===== src/rtl/flit_out_scheduler_pkg.sv =====
// Scheduler state encoding and default starvation parameters for flit_out_scheduler.
package flit_out_scheduler_pkg;

  // SYS_PRIO: system flits win; NORMAL_FORCED: the starved normal flit goes next.
  typedef enum logic {
    SYS_PRIO      = 1'b0,
    NORMAL_FORCED = 1'b1
  } sched_state_e;

  localparam int unsigned STARVE_LIMIT_DEF = 4;
  // Wide enough for the largest allowed STARVE_LIMIT (15).
  localparam int unsigned STARVE_CNT_W     = 4;

endpackage


===== src/rtl/types.sv =====
// Shared link-level types used by the NoC blocks.
package types;

  localparam int unsigned FLIT_W = 8;

  typedef logic [FLIT_W-1:0] flit_t;

endpackage


===== src/rtl/flit_fifo.sv =====
// Single-clock flit FIFO with registered occupancy; ready depends only on registered state.
// Ports:
//   clk_i, rst_i           : clock, asynchronous active-high reset
//   push_valid_i/_ready_o  : write handshake, push_flit_i is the written flit
//   pop_i                  : pop request (ignored when empty)
//   head_o, nonempty_o     : oldest entry and its validity
//   count_o                : occupancy 0..DEPTH
module flit_fifo #(
  parameter int unsigned DEPTH = 4
) (
  input  logic                           clk_i,
  input  logic                           rst_i,
  input  logic                           push_valid_i,
  output logic                           push_ready_o,
  input  types::flit_t                   push_flit_i,
  input  logic                           pop_i,
  output types::flit_t                   head_o,
  output logic                           nonempty_o,
  output logic [$clog2(DEPTH+1)-1:0]     count_o
);

  localparam int unsigned PTR_W = $clog2(DEPTH);
  localparam int unsigned CNT_W = $clog2(DEPTH+1);

  logic [PTR_W-1:0] wr_ptr_q, wr_ptr_d;
  logic [PTR_W-1:0] rd_ptr_q, rd_ptr_d;
  logic [CNT_W-1:0] count_q, count_d;
  logic             full;
  logic             do_push;
  logic             do_pop;
  types::flit_t     mem_q [DEPTH];

  // Handshake qualification and pointer/occupancy update; DEPTH is a power of two so pointers wrap naturally.
  always_comb begin
    full     = (count_q == CNT_W'(DEPTH));
    do_push  = push_valid_i && !full;
    do_pop   = pop_i && (count_q != '0);
    wr_ptr_d = wr_ptr_q;
    rd_ptr_d = rd_ptr_q;
    count_d  = count_q;
    if (do_push) wr_ptr_d = wr_ptr_q + PTR_W'(1);
    if (do_pop)  rd_ptr_d = rd_ptr_q + PTR_W'(1);
    if (do_push && !do_pop)      count_d = count_q + CNT_W'(1);
    else if (!do_push && do_pop) count_d = count_q - CNT_W'(1);
  end

  always_ff @(posedge clk_i or posedge rst_i) begin
    if (rst_i) begin
      wr_ptr_q <= '0;
      rd_ptr_q <= '0;
      count_q  <= '0;
    end else begin
      wr_ptr_q <= wr_ptr_d;
      rd_ptr_q <= rd_ptr_d;
      count_q  <= count_d;
    end
  end

  // Storage needs no reset: entries are only observed once occupancy says so.
  always_ff @(posedge clk_i) begin
    if (do_push) mem_q[wr_ptr_q] <= push_flit_i;
  end

  assign push_ready_o = !full;
  assign head_o       = mem_q[rd_ptr_q];
  assign nonempty_o   = (count_q != '0);
  assign count_o      = count_q;

endmodule


===== src/rtl/flit_out_scheduler.sv =====
// Two-source link scheduler: system flits have priority, normal flits are forced through
// after STARVE_LIMIT wait cycles, and the offered flit is locked until the link accepts it.
// Ports:
//   nocclk, rst                              : clock, asynchronous active-high reset
//   in_sys_flit_valid/in_sys_flit/out_sys_ready       : system source push interface
//   in_normal_flit_valid/in_normal_flit/out_normal_ready : normal source push interface
//   out_flit_valid/out_flit/out_flit_is_system/in_flit_ready : link-side offer handshake
//   out_sys_count, out_normal_count          : FIFO occupancies
module flit_out_scheduler
  import flit_out_scheduler_pkg::*;
#(
  parameter int unsigned DEPTH        = 4,
  parameter int unsigned STARVE_LIMIT = STARVE_LIMIT_DEF
) (
  input  logic                       nocclk,
  input  logic                       rst,
  input  logic                       in_sys_flit_valid,
  input  types::flit_t               in_sys_flit,
  output logic                       out_sys_ready,
  input  logic                       in_normal_flit_valid,
  input  types::flit_t               in_normal_flit,
  output logic                       out_normal_ready,
  output logic                       out_flit_valid,
  output types::flit_t               out_flit,
  output logic                       out_flit_is_system,
  input  logic                       in_flit_ready,
  output logic [$clog2(DEPTH+1)-1:0] out_sys_count,
  output logic [$clog2(DEPTH+1)-1:0] out_normal_count
);

  sched_state_e              state_q, state_d;
  logic [STARVE_CNT_W-1:0]   starve_cnt_q, starve_cnt_d;
  logic                      lock_q, lock_d;
  logic                      lock_sys_q, lock_sys_d;

  logic                      sys_nonempty, norm_nonempty;
  types::flit_t              sys_head, norm_head;
  logic                      grant_sys;
  logic                      flit_valid;
  logic                      sys_pop, norm_pop;

  flit_fifo #(.DEPTH(DEPTH)) u_sys_fifo (
    .clk_i        (nocclk),
    .rst_i        (rst),
    .push_valid_i (in_sys_flit_valid),
    .push_ready_o (out_sys_ready),
    .push_flit_i  (in_sys_flit),
    .pop_i        (sys_pop),
    .head_o       (sys_head),
    .nonempty_o   (sys_nonempty),
    .count_o      (out_sys_count)
  );

  flit_fifo #(.DEPTH(DEPTH)) u_normal_fifo (
    .clk_i        (nocclk),
    .rst_i        (rst),
    .push_valid_i (in_normal_flit_valid),
    .push_ready_o (out_normal_ready),
    .push_flit_i  (in_normal_flit),
    .pop_i        (norm_pop),
    .head_o       (norm_head),
    .nonempty_o   (norm_nonempty),
    .count_o      (out_normal_count)
  );

  // Grant selection, pop generation, grant lock and starvation tracking.
  always_comb begin
    state_d      = state_q;
    starve_cnt_d = starve_cnt_q;
    lock_d       = 1'b0;
    lock_sys_d   = lock_sys_q;
    grant_sys    = 1'b0;
    flit_valid   = 1'b0;
    sys_pop      = 1'b0;
    norm_pop     = 1'b0;

    // A locked FIFO stays non-empty until popped, so the offer is stable while locked.
    if (lock_q) begin
      grant_sys = lock_sys_q;
    end else if ((state_q == NORMAL_FORCED) && norm_nonempty) begin
      grant_sys = 1'b0;
    end else begin
      grant_sys = sys_nonempty;
    end

    flit_valid = grant_sys ? sys_nonempty : norm_nonempty;
    sys_pop    = flit_valid && in_flit_ready && grant_sys;
    norm_pop   = flit_valid && in_flit_ready && !grant_sys;
    lock_d     = flit_valid && !in_flit_ready;
    lock_sys_d = grant_sys;

    if (norm_pop) begin
      starve_cnt_d = '0;
      state_d      = SYS_PRIO;
    end else if (!norm_nonempty) begin
      starve_cnt_d = '0;
    end else begin
      if (starve_cnt_q < STARVE_CNT_W'(STARVE_LIMIT)) begin
        starve_cnt_d = starve_cnt_q + STARVE_CNT_W'(1);
      end
      if (starve_cnt_d == STARVE_CNT_W'(STARVE_LIMIT)) begin
        state_d = NORMAL_FORCED;
      end
    end
  end

  always_ff @(posedge nocclk or posedge rst) begin
    if (rst) begin
      state_q      <= SYS_PRIO;
      starve_cnt_q <= '0;
      lock_q       <= 1'b0;
      lock_sys_q   <= 1'b0;
    end else begin
      state_q      <= state_d;
      starve_cnt_q <= starve_cnt_d;
      lock_q       <= lock_d;
      lock_sys_q   <= lock_sys_d;
    end
  end

  // Offered flit is forced to zero when nothing is offered, which also covers reset.
  assign out_flit_valid     = flit_valid;
  assign out_flit           = flit_valid ? (grant_sys ? sys_head : norm_head) : '0;
  assign out_flit_is_system = flit_valid && grant_sys;

endmodule

===== config.mk =====
export PLATFORM = sky130hd
export DESIGN_NAME = flit_out_scheduler
export DESIGN_NICKNAME = d
export VERILOG_FILES = /design/src/rtl/flit_out_scheduler_pkg.sv /design/src/rtl/types.sv /design/src/rtl/flit_fifo.sv /design/src/rtl/flit_out_scheduler.sv
export SDC_FILE = /design/constraint.sdc
export NUM_CORES = 1
export LEC_CHECK = 0
export BUFFER_PORTS_ARGS = -buffer_cell sky130_fd_sc_hd__buf_2
export CORE_MARGIN = 1.5
export CORE_UTILIZATION = 40
export DETAILED_ROUTE_END_ITERATION = 10
export MAX_ROUTING_LAYER = met4
export PLACE_DENSITY_LB_ADDON = 0.2
export SYNTH_ARGS = -nofsm -noshare
export SYNTH_HDL_FRONTEND = slang
export SYNTH_SLANG_ARGS = --single-unit
export TNS_END_PERCENT = 50

===== constraint.sdc =====
create_clock -name nocclk -period 4.3 [get_ports nocclk]
set_input_delay 0.215 -clock nocclk [delete_from_list [all_inputs] [get_ports nocclk]]
set_output_delay 0.215 -clock nocclk [all_outputs]
set_load 0.01 [all_outputs]

==> results of run 1 <==
[report_power, final]
| group | switching, W | leakage [nW] | total, W | internal [W] |
|---|---|---|---|---|
| clock network | 0.000263 | 0.0986 | 0.000588 | 0.000324 |
| registers | 0.000211 | 0.838 | 0.00133 | 0.00112 |
| logic | 0.000535 | 0.633 | 0.00106 | 0.000528 |
[layer usage]
layer / GRT usage (%) / vias to the layer above / part of all wire [%]
li1: - / 869 / -
met1: 19.4 / 927 / 48
met2: 21.3 / 44 / 47
met3: 3.08 / 6 / 3.7
met4: 5.53 / 0 / 1.3
met5: - / - / 0
[sequential cells by signal (all words and copies together) (netlist names)]
register / cells
lock_q: 1
lock_sys_q: 1
starve_cnt_q: 4
state_q: 1
u_normal_fifo.count_o: 3
u_normal_fifo.mem_q: 32
u_normal_fifo.rd_ptr_q: 2
u_normal_fifo.wr_ptr_q: 2
u_sys_fifo.count_o: 3
u_sys_fifo.mem_q: 32
u_sys_fifo.rd_ptr_q: 2
u_sys_fifo.wr_ptr_q: 2
[kinds of logic after synthesis]
family	after synthesis	synth area share (%)
simple gates	41	6.03
fa+ha+maj	13	4.89
flops	85	67.4
xor+xnor	13	3.13
mux	31	14.2
compound gates	10	2.34
buf+inv	15	2.03
[worst max path at each step]
stage                                         startpoint                                 to  slack (ns)  cells after the start
detailed placement  u_normal_fifo.count_o[1]$_DFFE_PP0P_  u_sys_fifo.count_o[1]$_DFFE_PP0P_        1.58                      7
global route        u_normal_fifo.count_o[1]$_DFFE_PP0P_  u_sys_fifo.count_o[1]$_DFFE_PP0P_        1.44                      7
CTS                 u_normal_fifo.count_o[1]$_DFFE_PP0P_  u_sys_fifo.count_o[1]$_DFFE_PP0P_        1.55                      7
floorplan           u_normal_fifo.count_o[2]$_DFFE_PP0P_  u_sys_fifo.count_o[1]$_DFFE_PP0P_        2.10                      7
finish              u_normal_fifo.count_o[1]$_DFFE_PP0P_  u_sys_fifo.count_o[1]$_DFFE_PP0P_        1.57                      7
global placement    u_normal_fifo.count_o[2]$_DFFE_PP0P_  u_sys_fifo.count_o[1]$_DFFE_PP0P_        1.63                      7
[worst max-delay path, stage by stage, from the launching register on]
cell and delay (ns):
dfrtp_1 0.46, o31a_1 0.34, o31ai_4 0.58, nand3_1 0.23, ha_1 0.27, inv_1 0.07, fa_1 0.39, mux2_2 0.26
[per-stage QoR]
step	util [%]	cell area (um^2)
after CTS	47.1	4120
after detailed placement	44.7	3920
after global routing	47.1	4120
after global placement	44.7	3920
final	47.1	4120
after floorplan	-	3630
[layout by cell type (no fill, tap or decap)]
master / n
o21a_1: 1
nor2_2: 8
a41oi_1: 1
clkinv_1: 2
or2_1: 1
fa_1: 2
inv_1: 8
xnor2_1: 9
mux4_2: 16
ha_1: 11
mux2i_1: 11
clkbuf_1: 2
nand2_1: 6
xor2_1: 4
and2_0: 2
and3_1: 8
a22o_1: 1
nor3_2: 1
inv_2: 1
buf_2: 38
o31ai_4: 1
a21oi_1: 3
nand3_1: 2
edfxtp_1: 64
nor2_1: 9
nor3_1: 1
or3_1: 2
bufinv_16: 2
clkbuf_8: 9
o311a_1: 1
o21ai_0: 1
dfrtp_1: 21
nand4_1: 1
mux2_2: 4
clkinvlp_4: 1
o31a_1: 1
[synth_stat cells]
| cell type | count |
|---|---|
| ha_1 | 11 |
| xnor2_1 | 9 |
| inv_2 | 1 |
| a22o_1 | 1 |
| nand3_1 | 2 |
| o31a_1 | 1 |
| or3_1 | 2 |
| nor2_2 | 8 |
| o21a_1 | 1 |
| mux4_2 | 16 |
| buf_6 | 2 |
| dfrtp_1 | 21 |
| buf_1 | 2 |
| a21oi_1 | 3 |
| edfxtp_1 | 64 |
| nor3_2 | 1 |
| or2_1 | 1 |
| a41oi_1 | 1 |
| mux2i_1 | 11 |
| fa_1 | 2 |
| nand4_1 | 1 |
| buf_2 | 2 |
| o311a_1 | 1 |
| nor2_1 | 9 |
| o31ai_4 | 1 |
| o21ai_0 | 1 |
| inv_1 | 8 |
| nand2_1 | 6 |
| and2_0 | 2 |
| xor2_1 | 4 |
| mux2_2 | 4 |
| nor3_1 | 1 |
| and3_1 | 8 |
[layout make-up]
type / instances / area (um^2) / share of cell area [%]
inverters: 9 / 33.8 / 0.819
clock buffers: 11 / 131 / 3.19
clock inverters: 5 / 75.1 / 1.82
flip-flops and latches: 85 / 2450 / 59.3
repair buffers: 38 / 190 / 4.61
well taps: 108 / 135 / 3.28
multi-input cells: 108 / 1110 / 26.9
==> results.sh, run 1 <==
export IMPL_status="finished clean"
export IMPL_rows=34
export IMPL_maxCapViolations=0
export IMPL_clock_sinks=85
export IMPL_syn_to_final_growth_pct=13.5
export IMPL_yosysUniqueCellTypes=33
export IMPL_detail_route_drc_violations=0
export IMPL_rrSetupSlack_ns=1.57
export IMPL_htreeDepth=3
export IMPL_power_density_nw_per_um2=722
export IMPL_first_pass_iters=4
export IMPL_setup_worst_path_end_class="flop"
export IMPL_io_pin_count=39
export IMPL_routedWlPerCell_um=17.1
export IMPL_grt_pass1_wl_mm=10.1
export IMPL_min_period_over_period_pct=63.4
export IMPL_worst_slew_pin_slew_ns=0.813
export IMPL_ys_warn_count=0
export IMPL_clk_pin_slew_ns=0.08
export IMPL_cts_hold_buf=0
export IMPL_pre_cts_slack_ns=1.58
export IMPL_clock_latency_ns=0.34
export IMPL_fmax_ghz=0.367
export IMPL_grt_max_degree=22
export IMPL_synth_seq_cells=85
export IMPL_syn_inst=208
export IMPL_final_cell_count_no_fill=364
export IMPL_fillers=778
export IMPL_tns_ns=0
export IMPL_ant_nets=0
export IMPL_synth_top_area_share_pct=52.9
export IMPL_clock_path_buffers=2
export IMPL_ys_seq_area_share_pct=67.4
export IMPL_hp_class="input port to async pin"
export IMPL_core_area_um2=8760
export IMPL_track_usage_pct=14.3
export IMPL_critical_path_class="flop to flop"
export IMPL_synth_largest_area_cell="edfxtp_1"
export IMPL_portBuffers=38
export IMPL_final_nets=285
export IMPL_cts_tree="done"
export IMPL_required_ns=4.52
export IMPL_vias=1846
export IMPL_synth_nets=242
export IMPL_p_leak_nw=1.57
export IMPL_finalSetupViolCount=0
export IMPL_worst_slack_ns=1.57
export IMPL_fin_worst_skew_ns=0.0104
export IMPL_chipWidth_um=98.3
export IMPL_rr_endpoint="u_sys_fifo.count_o[1]$_DFFE_PP0P_"
export IMPL_cts_resized=0
export IMPL_startpoint_type="flop"
export IMPL_crit_fanout=12
export IMPL_ir_worst_vdd_mv=0.282
export IMPL_start_util_pct=41.4
export IMPL_slew_headroom_pct=45.8
export IMPL_synth_area_um2=3630
export IMPL_cts_inserted_buffers=9
export IMPL_first_iter_violations=48
export IMPL_synth_area_leaders="edfxtp_1 (53%), dfrtp_1 (14%), mux4_2 (9.9%), ha_1 (3.8%), mux2i_1 (3.0%)"
export IMPL_die_area_um2=9660
export IMPL_synth_area_per_cell_um2=17.5
export IMPL_diodes=0
export IMPL_cts_setup_buffers=0
export IMPL_power_w=0.00298
export IMPL_avgViaCountPerCell=5.07
export IMPL_whs_ns=0.0205
export IMPL_wirelength_mm=6.23
export IMPL_hold_viol_final=0
export IMPL_rsz0062_at_grt="false"
export IMPL_overflow=0
export IMPL_die_height_um=98.3
export IMPL_regToRegStartpoint="u_normal_fifo.count_o[1]$_DFFE_PP0P_"
export IMPL_slew_violations=0
export IMPL_antenna_found_initial=0
export IMPL_arrival_ns=2.95
export IMPL_drive_above_1_share_pct=31.6
export IMPL_cts_root_buf="clkbuf_8"
export IMPL_grt_pass1_vias=1926
export IMPL_dp_cells=348
export IMPL_r2r_cells=7
export IMPL_dp_hpwl_mm=4.38
export IMPL_fin_crit_ns=2.73
export IMPL_place_gp_congestion=0.729
No activity file was read; power rests on OpenSTA's default activity.
==> run 2: changes to the inputs <==
- ABC_AREA: not set -> 1
- clock period: 4.3 -> 2.4 ns (I/O delays scaled with it)
==> run 2 against run 1 <==
Global-route usage grew 2.0 points. Total power up 89%. Die area rose by 6.2%. Worst setup slack got worse by 1.4 ns. Critical path depth increased by 5. Wire length up 19%. Combinational power is 130% higher. Critical endpoint is now u_normal_fifo.count_o[2]$_DFFE_PP0P_. Largest power group is now combinational cells.
==> results.sh, run 2 <==
export IMPL_ant_nets=0
export IMPL_p_leak_nw=2.04
export IMPL_synth_top_family_by_area="simple AND/OR/NAND/NOR gates"
export IMPL_pwr_share_seq_pct=39.6
export IMPL_synth_seq_cells=85
export IMPL_drive_above_1_share_pct=18.5
export IMPL_fillers=881
export IMPL_tns_ns=0
export IMPL_routedWlPerCell_um=12.9
export IMPL_fin_worst_skew_ns=0.00529
export IMPL_ys_warn_count=0
export IMPL_clock_power_share_pct=16.5
export IMPL_power_density_nw_per_um2=1220
export IMPL_detail_route_drc_violations=0
export IMPL_synth_compound_area_share_pct=1.81
export IMPL_track_usage_pct=16.4
export IMPL_slew_headroom_pct=45.5
export IMPL_arrival_ns=2.46
export IMPL_synth_main_ff_cell="edfxtp_1"
export IMPL_hold_viol_final=0
export IMPL_synth_fa_ha_area_share_pct=4.60
export IMPL_core_area_um2=9280
export IMPL_htreeDepth=3
export IMPL_grt_max_degree=22
export IMPL_fin_crit_ns=2.18
export IMPL_crit_chain="nor2_2 -> nand3_1 -> nand3_1 -> inv_2 -> nand2_2 -> ha_1 -> inv_1 -> fa_1 -> nor2_1 -> nor2_1 -> nand2_1 -> xor2_1"
export IMPL_p_sw_w=0.00233
export IMPL_overflow=0
export IMPL_async_reset_ff_share_pct=24.7
export IMPL_synth_area_leaders="edfxtp_1 (50%), dfrtp_1 (14%), nand2_1 (12%), nand3_1 (6.2%), ha_1 (3.6%)"
export IMPL_p_int_w=0.00330
export IMPL_startpoint_type="flop"
export IMPL_cts_inserted_buffers=9
export IMPL_avgViaCountPerCell=4.61
export IMPL_portBuffers=38
export IMPL_dp_hpwl_mm=5.19
export IMPL_die_area_um2=10300
export IMPL_multi_input_area_um2=1220
export IMPL_clock_sinks=85
export IMPL_grt_pass1_vias=2636
export IMPL_wirelength_mm=7.44
export IMPL_diodes=0
export IMPL_reg_largest_list="u_normal_fifo.mem_q: 32 flops, u_sys_fifo.mem_q: 32 flops, starve_cnt_q: 4 flops"
export IMPL_rows=35
export IMPL_die_height_um=101
export IMPL_min_period_over_period_pct=90.9
export IMPL_dp_cells=543
export IMPL_synthTopCellsByCount="nand2_1 (124), edfxtp_1 (64), nand3_1 (48), inv_1 (29), nor2_1 (29)"
export IMPL_place_gp_congestion=0.748
export IMPL_clk_pin_slew_ns=0.09
export IMPL_ys_seq_area_share_pct=63.3
export IMPL_crit_fanout=5
export IMPL_synth_nets=407
export IMPL_setup_worst_path_end_class="flop"
export IMPL_cts_setup_buffers=0
export IMPL_synth_largest_area_cell="edfxtp_1"
export IMPL_status="finished clean"
export IMPL_io_pin_count=39
export IMPL_synth_area_per_cell_um2=10.4
export IMPL_final_nets=477
export IMPL_rsz0062_at_grt="false"
export IMPL_cpMaxStageDelayCell="dfrtp_1"
export IMPL_chipWidth_um=101
export IMPL_yosysUniqueCellTypes=27
export IMPL_synth_simple_area_share_pct=23.0
export IMPL_hp_class="input port to flop"
export IMPL_fmax_ghz=0.458
export IMPL_synth_edf_count=64
export IMPL_switching_share_pct=41.4
export IMPL_final_cell_mix="nand2_1 (124), edfxtp_1 (64), nand3_1 (48)"
export IMPL_synth_area_um2=3860
export IMPL_first_iter_violations=72
export IMPL_slew_violations=0
export IMPL_finalSetupViolCount=0
export IMPL_register_area_um2=2450
export IMPL_grt_pass1_wl_mm=12.3
export IMPL_critical_path_class="flop to flop"
export IMPL_required_ns=2.68
export IMPL_cts_tree="done"
export IMPL_clock_path_buffers=2
export IMPL_synth_top_area_share_pct=49.7
export IMPL_syn_inst=373
export IMPL_antenna_found_initial=0
export IMPL_first_pass_iters=4
export IMPL_cp_slowest_stage_delay_ns=0.45
export IMPL_syn_to_final_growth_pct=19.4
export IMPL_final_cell_count_no_fill=577
export IMPL_vias=2661
export IMPL_path_buf_inv=2
export IMPL_yosysMostFrequentCell="nand2_1"
export IMPL_synth_xor_xnor_area_share_pct=1.81
export IMPL_worst_slew_pin_slew_ns=0.817
export IMPL_worst_path_dominant_cell_family="simple AND/OR/NAND/NOR gates"
export IMPL_synth_mux_area_share_pct=0.291
export IMPL_combPwrFrac_pct=43.9
export IMPL_clock_latency_ns=0.35
export IMPL_maxCapViolations=0
export IMPL_start_util_pct=41.6
export IMPL_ir_worst_vdd_mv=0.482
export IMPL_final_common_cell="nand2_1"
export IMPL_cts_root_buf="clkbuf_8"
export IMPL_rrSetupSlack_ns=0.22
export IMPL_postLayoutCoreUtil_pct=49.7
-- run 2: changes by cell type in the layout (fill, tap and decap cells not counted), moves of 8 or more --
cell | previous run | this run
buf_4 | 0 | 13
and3_1 | 8 | 0
mux4_2 | 16 | 0
dlygate4sd3_1 | 0 | 18
nand2_1 | 6 | 124
nor2_1 | 9 | 29
mux2i_1 | 11 | 0
nand3_1 | 2 | 48
inv_1 | 8 | 29
-- run 2: worst min-delay path: cells and delay by family --
kind / cells / cell delay [ns]
buffers and inverters: 1 / 0.10
AND/OR/NAND/NOR: 1 / 0.17
XOR/XNOR: 1 / 0.09
-- run 2: path summary, 6_finish.rpt --
kind / from / endpoint / depth (start not counted)
max reg2reg: u_sys_fifo.count_o[1]$_DFFE_PP0P_ / u_normal_fifo.count_o[2]$_DFFE_PP0P_ / 12
max: u_sys_fifo.count_o[1]$_DFFE_PP0P_ / u_normal_fifo.count_o[2]$_DFFE_PP0P_ / 12
min in group asynchronous: rst / u_sys_fifo.rd_ptr_q[0]$_DFFE_PP0P_ / 3
max in group asynchronous: rst / u_normal_fifo.wr_ptr_q[0]$_DFFE_PP0P_ / 3
min reg2reg: starve_cnt_q[3]$_DFF_PP0_ / starve_cnt_q[3]$_DFF_PP0_ / 2
min: in_sys_flit_valid / u_sys_fifo.wr_ptr_q[0]$_DFFE_PP0P_ / 3
-- run 2: repair_timing --
item | 4_1_cts | 5_1_grt
hold endpoints to repair | 86 | 0
resized for setup | 0 | 0
hold buffers | 18 | 0
-- run 2: final cells by class --
| cell class | instances | share of cell area, % |
|---|---|---|
| clock buffer | 9 | 2.68 |
| tap | 129 | 3.50 |
| clock inverter | 7 | 1.25 |
| sequential | 85 | 53.0 |
| multi-input combinational | 241 | 26.4 |
| inverter | 37 | 3.01 |
| timing repair buffer | 69 | 10.1 |
-- run 2: logic make-up (layout without fill, tap and decap cells) --
group | count (synthesis) | in the layout
flops | 85 | 85
xor+xnor | 8 | 8
simple gates | 209 | 209
mux | 1 | 1
buf+inv | 47 | 122
fa+ha+maj | 13 | 13
compound gates | 10 | 10
-- run 2: power groups by stage --
| stage | Combinational (W) | Clock, W | Sequential (W) |
|---|---|---|---|
| after floorplan | 0.00176 | 0 | 0.00219 |
| after detailed placement | 0.00249 | 0 | 0.00226 |
| final | 0.00247 | 0.000929 | 0.00223 |
| after global routing | 0.00284 | 0.00102 | 0.00227 |
| after CTS | 0.00252 | 0.000959 | 0.00223 |
| after global placement | 0.00244 | 0 | 0.00225 |
-- run 2: per-stage QoR --
stage | power, W | hold slack, ns | worst slack, ns | instance area (um^2)
6_report | 0.00563 | 0.160 | 0.217 | 4620
5_1_grt | 0.00613 | 0.190 | 0.0415 | 4620
4_1_cts | 0.00571 | 0.161 | 0.180 | 4620
3_5_place_dp | 0.00475 | 0.333 | 0.214 | 4250
3_3_place_gp | 0.00469 | 0.326 | 0.284 | 4250
2_1_floorplan | 0.00394 | 0.0965 | 0.336 | 3860
-- run 2: layer usage --
layer	global-route usage (%)	up-vias	wire, um
li1	-	1359	-
met4	5.13	0	89
met3	3.73	8	216
met5	-	-	0
met1	18.2	1250	3300
met2	29.1	44	3830
==> run 3: changes to the inputs <==
- ABC_AREA: 1 -> not set
==> run 3 against run 2 <==
Flip-flop and latch count stayed put. Global-route usage is 2.2 points lower. Utilization fell by 0.16 points. Sequential share of layout area grew 3.3 points. Critical path depth fell by 5. Wire length shrank 17%. Non-clock buffer count down 7. Worst hold slack better by 0.064 ns. Total power is 5.1% lower. Die area down 5.8%. Clock power increased by 6.1%. Via count is 30% lower. Largest cell class unchanged. Highest routed layer unchanged.
==> results.sh, run 3 (synthesized netlist as in run 1, its figures left out) <==
export IMPL_finalSetupViolCount=0
export IMPL_crit_fanout=7
export IMPL_die_height_um=98.3
export IMPL_first_iter_violations=98
export IMPL_grt_max_degree=22
export IMPL_avgViaCountPerCell=4.83
export IMPL_worst_slew_pin_slew_ns=0.795
export IMPL_portBuffers=38
export IMPL_syn_to_final_growth_pct=19.6
export IMPL_fin_crit_ns=2.23
export IMPL_drive_above_1_share_pct=32.5
export IMPL_regToRegStartpoint="u_normal_fifo.count_o[1]$_DFFE_PP0P_"
export IMPL_core_area_um2=8760
export IMPL_tns_ns=0
export IMPL_cp_slowest_stage_delay_ns=0.46
export IMPL_first_pass_iters=5
export IMPL_cpMaxStageDelayCell="dfrtp_1"
export IMPL_io_pin_count=39
export IMPL_clock_path_buffers=2
export IMPL_final_cell_count_no_fill=388
export IMPL_fmax_ghz=0.448
export IMPL_min_period_over_period_pct=92.9
export IMPL_ir_worst_vdd_mv=0.564
export IMPL_antenna_found_initial=0
export IMPL_reg_largest_list="u_normal_fifo.mem_q: 32 flops, u_sys_fifo.mem_q: 32 flops, starve_cnt_q: 4 flops"
export IMPL_start_util_pct=41.4
export IMPL_design_area_um2=4340
export IMPL_die_area_um2=9660
export IMPL_path_buf_inv=1
export IMPL_dp_cells=354
export IMPL_dp_hpwl_mm=4.30
export IMPL_status="finished clean"
export IMPL_clock_sinks=85
export IMPL_vias=1874
export IMPL_p_leak_nw=1.68
export IMPL_maxCapViolations=0
export IMPL_crit_chain="o31a_1 -> o31ai_4 -> nand3_1 -> ha_1 -> inv_1 -> fa_1 -> mux2_2"
export IMPL_hp_class="input port to flop"
export IMPL_clk_pin_slew_ns=0.10
export IMPL_hold_viol_final=0
export IMPL_rows=34
export IMPL_grt_pass1_wl_mm=10.0
export IMPL_required_ns=2.64
export IMPL_track_usage_pct=14.1
export IMPL_cts_root_buf="clkbuf_8"
export IMPL_setup_worst_path_end_class="flop"
export IMPL_routedWlPerCell_um=15.8
export IMPL_fin_worst_skew_ns=0.0142
export IMPL_clock_latency_ns=0.36
export IMPL_slew_violations=0
export IMPL_critical_path_class="flop to flop"
export IMPL_slew_headroom_pct=46.9
export IMPL_diodes=0
export IMPL_worst_path_dominant_cell_family="adder cells"
export IMPL_chipWidth_um=98.3
export IMPL_rsz0062_at_grt="false"
export IMPL_multi_input_area_um2=1110
export IMPL_fillers=741
export IMPL_detail_route_drc_violations=0
export IMPL_final_common_cell="edfxtp_1"
export IMPL_grt_pass1_vias=2004
export IMPL_cts_inserted_buffers=9
export IMPL_overflow=0
export IMPL_startpoint="u_normal_fifo.count_o[1]$_DFFE_PP0P_"
export IMPL_final_nets=309
export IMPL_register_area_um2=2450
export IMPL_htreeDepth=3
export IMPL_place_gp_congestion=0.763
export IMPL_ant_nets=0
export IMPL_cts_setup_buffers=0
export IMPL_dpl_instance_area_um2=3960
export IMPL_power_density_nw_per_um2=1230
export IMPL_hp_start="in_normal_flit_valid"
export IMPL_startpoint_type="flop"
export IMPL_final_cell_mix="edfxtp_1 (64), buf_2 (38), dfrtp_1 (21)"
export IMPL_wirelength_mm=6.14
export IMPL_cts_tree="done"
export IMPL_arrival_ns=2.47
export IMPL_whs_ns=0.225
run 3: cell count changes in the layout (fill, tap and decap cells not counted), sizes merged, moves of 3 or more:
cell / change
xnor2: +7
inv: -27
mux2: +3
mux4: +16
buf: -7
o21ai: -3
nand2: -123
mux2i: +11
nand3: -47
nor2: -13
and3: +8
run 3: final cells by class:
cell class,instances,area share [%]
clock buffers,9,2.85
clock inverters,7,1.76
inverters,9,0.778
multi-input cells,108,25.6
flip-flops and latches,85,56.4
well taps,108,3.11
repair buffers,62,9.56
run 3: worst min-delay path: stages:
cell     delay [ns]
buf_2          0.11
and2_0         0.23
xnor2_1        0.09
run 3: through the flow:
step	setup slack, ns	util, %	power [W]
after floorplan	0.199	-	0.00377
after global placement	0.186	45.2	0.00440
after detailed placement	0.170	45.2	0.00442
after CTS	0.145	49.6	0.00544
after global routing	0.00834	49.6	0.00570
final	0.170	49.6	0.00534
run 3: routing by layer:
| metal | GRT usage [%] | share of wire [%] | routed length (um) |
|---|---|---|---|
| met5 | - | 0 | 0 |
| met4 | 3.58 | 0.98 | 60 |
| met3 | 4.58 | 3.7 | 229 |
| met2 | 22.3 | 49 | 3010 |
| met1 | 17.9 | 46 | 2850 |
run 3: worst paths after layout:
path,endpoint,slack (ns),cells past startpoint
max reg2reg,u_sys_fifo.count_o[1]$_DFFE_PP0P_,0.17,7
max,u_sys_fifo.count_o[1]$_DFFE_PP0P_,0.17,7
min,u_normal_fifo.wr_ptr_q[0]$_DFFE_PP0P_,0.22,3
min reg2reg,u_sys_fifo.rd_ptr_q[0]$_DFFE_PP0P_,0.50,1
max in group asynchronous,lock_q$_DFF_PP0_,1.45,3
min in group asynchronous,u_sys_fifo.count_o[0]$_DFFE_PP0P_,0.45,3
run 3: repair_timing:
item                      4_1_cts  5_1_grt
gates resized for setup         0        0
hold buffers                   18        0
hold endpoints to repair       86        0
run 3: power by group:
group	switching [W]	total (W)	internal [W]
Combinational	0.00101	0.00204	0.00103
Clock	0.000572	0.000986	0.000413
Sequential	0.000313	0.00231	0.00200
Total	0.00190	0.00534	0.00344
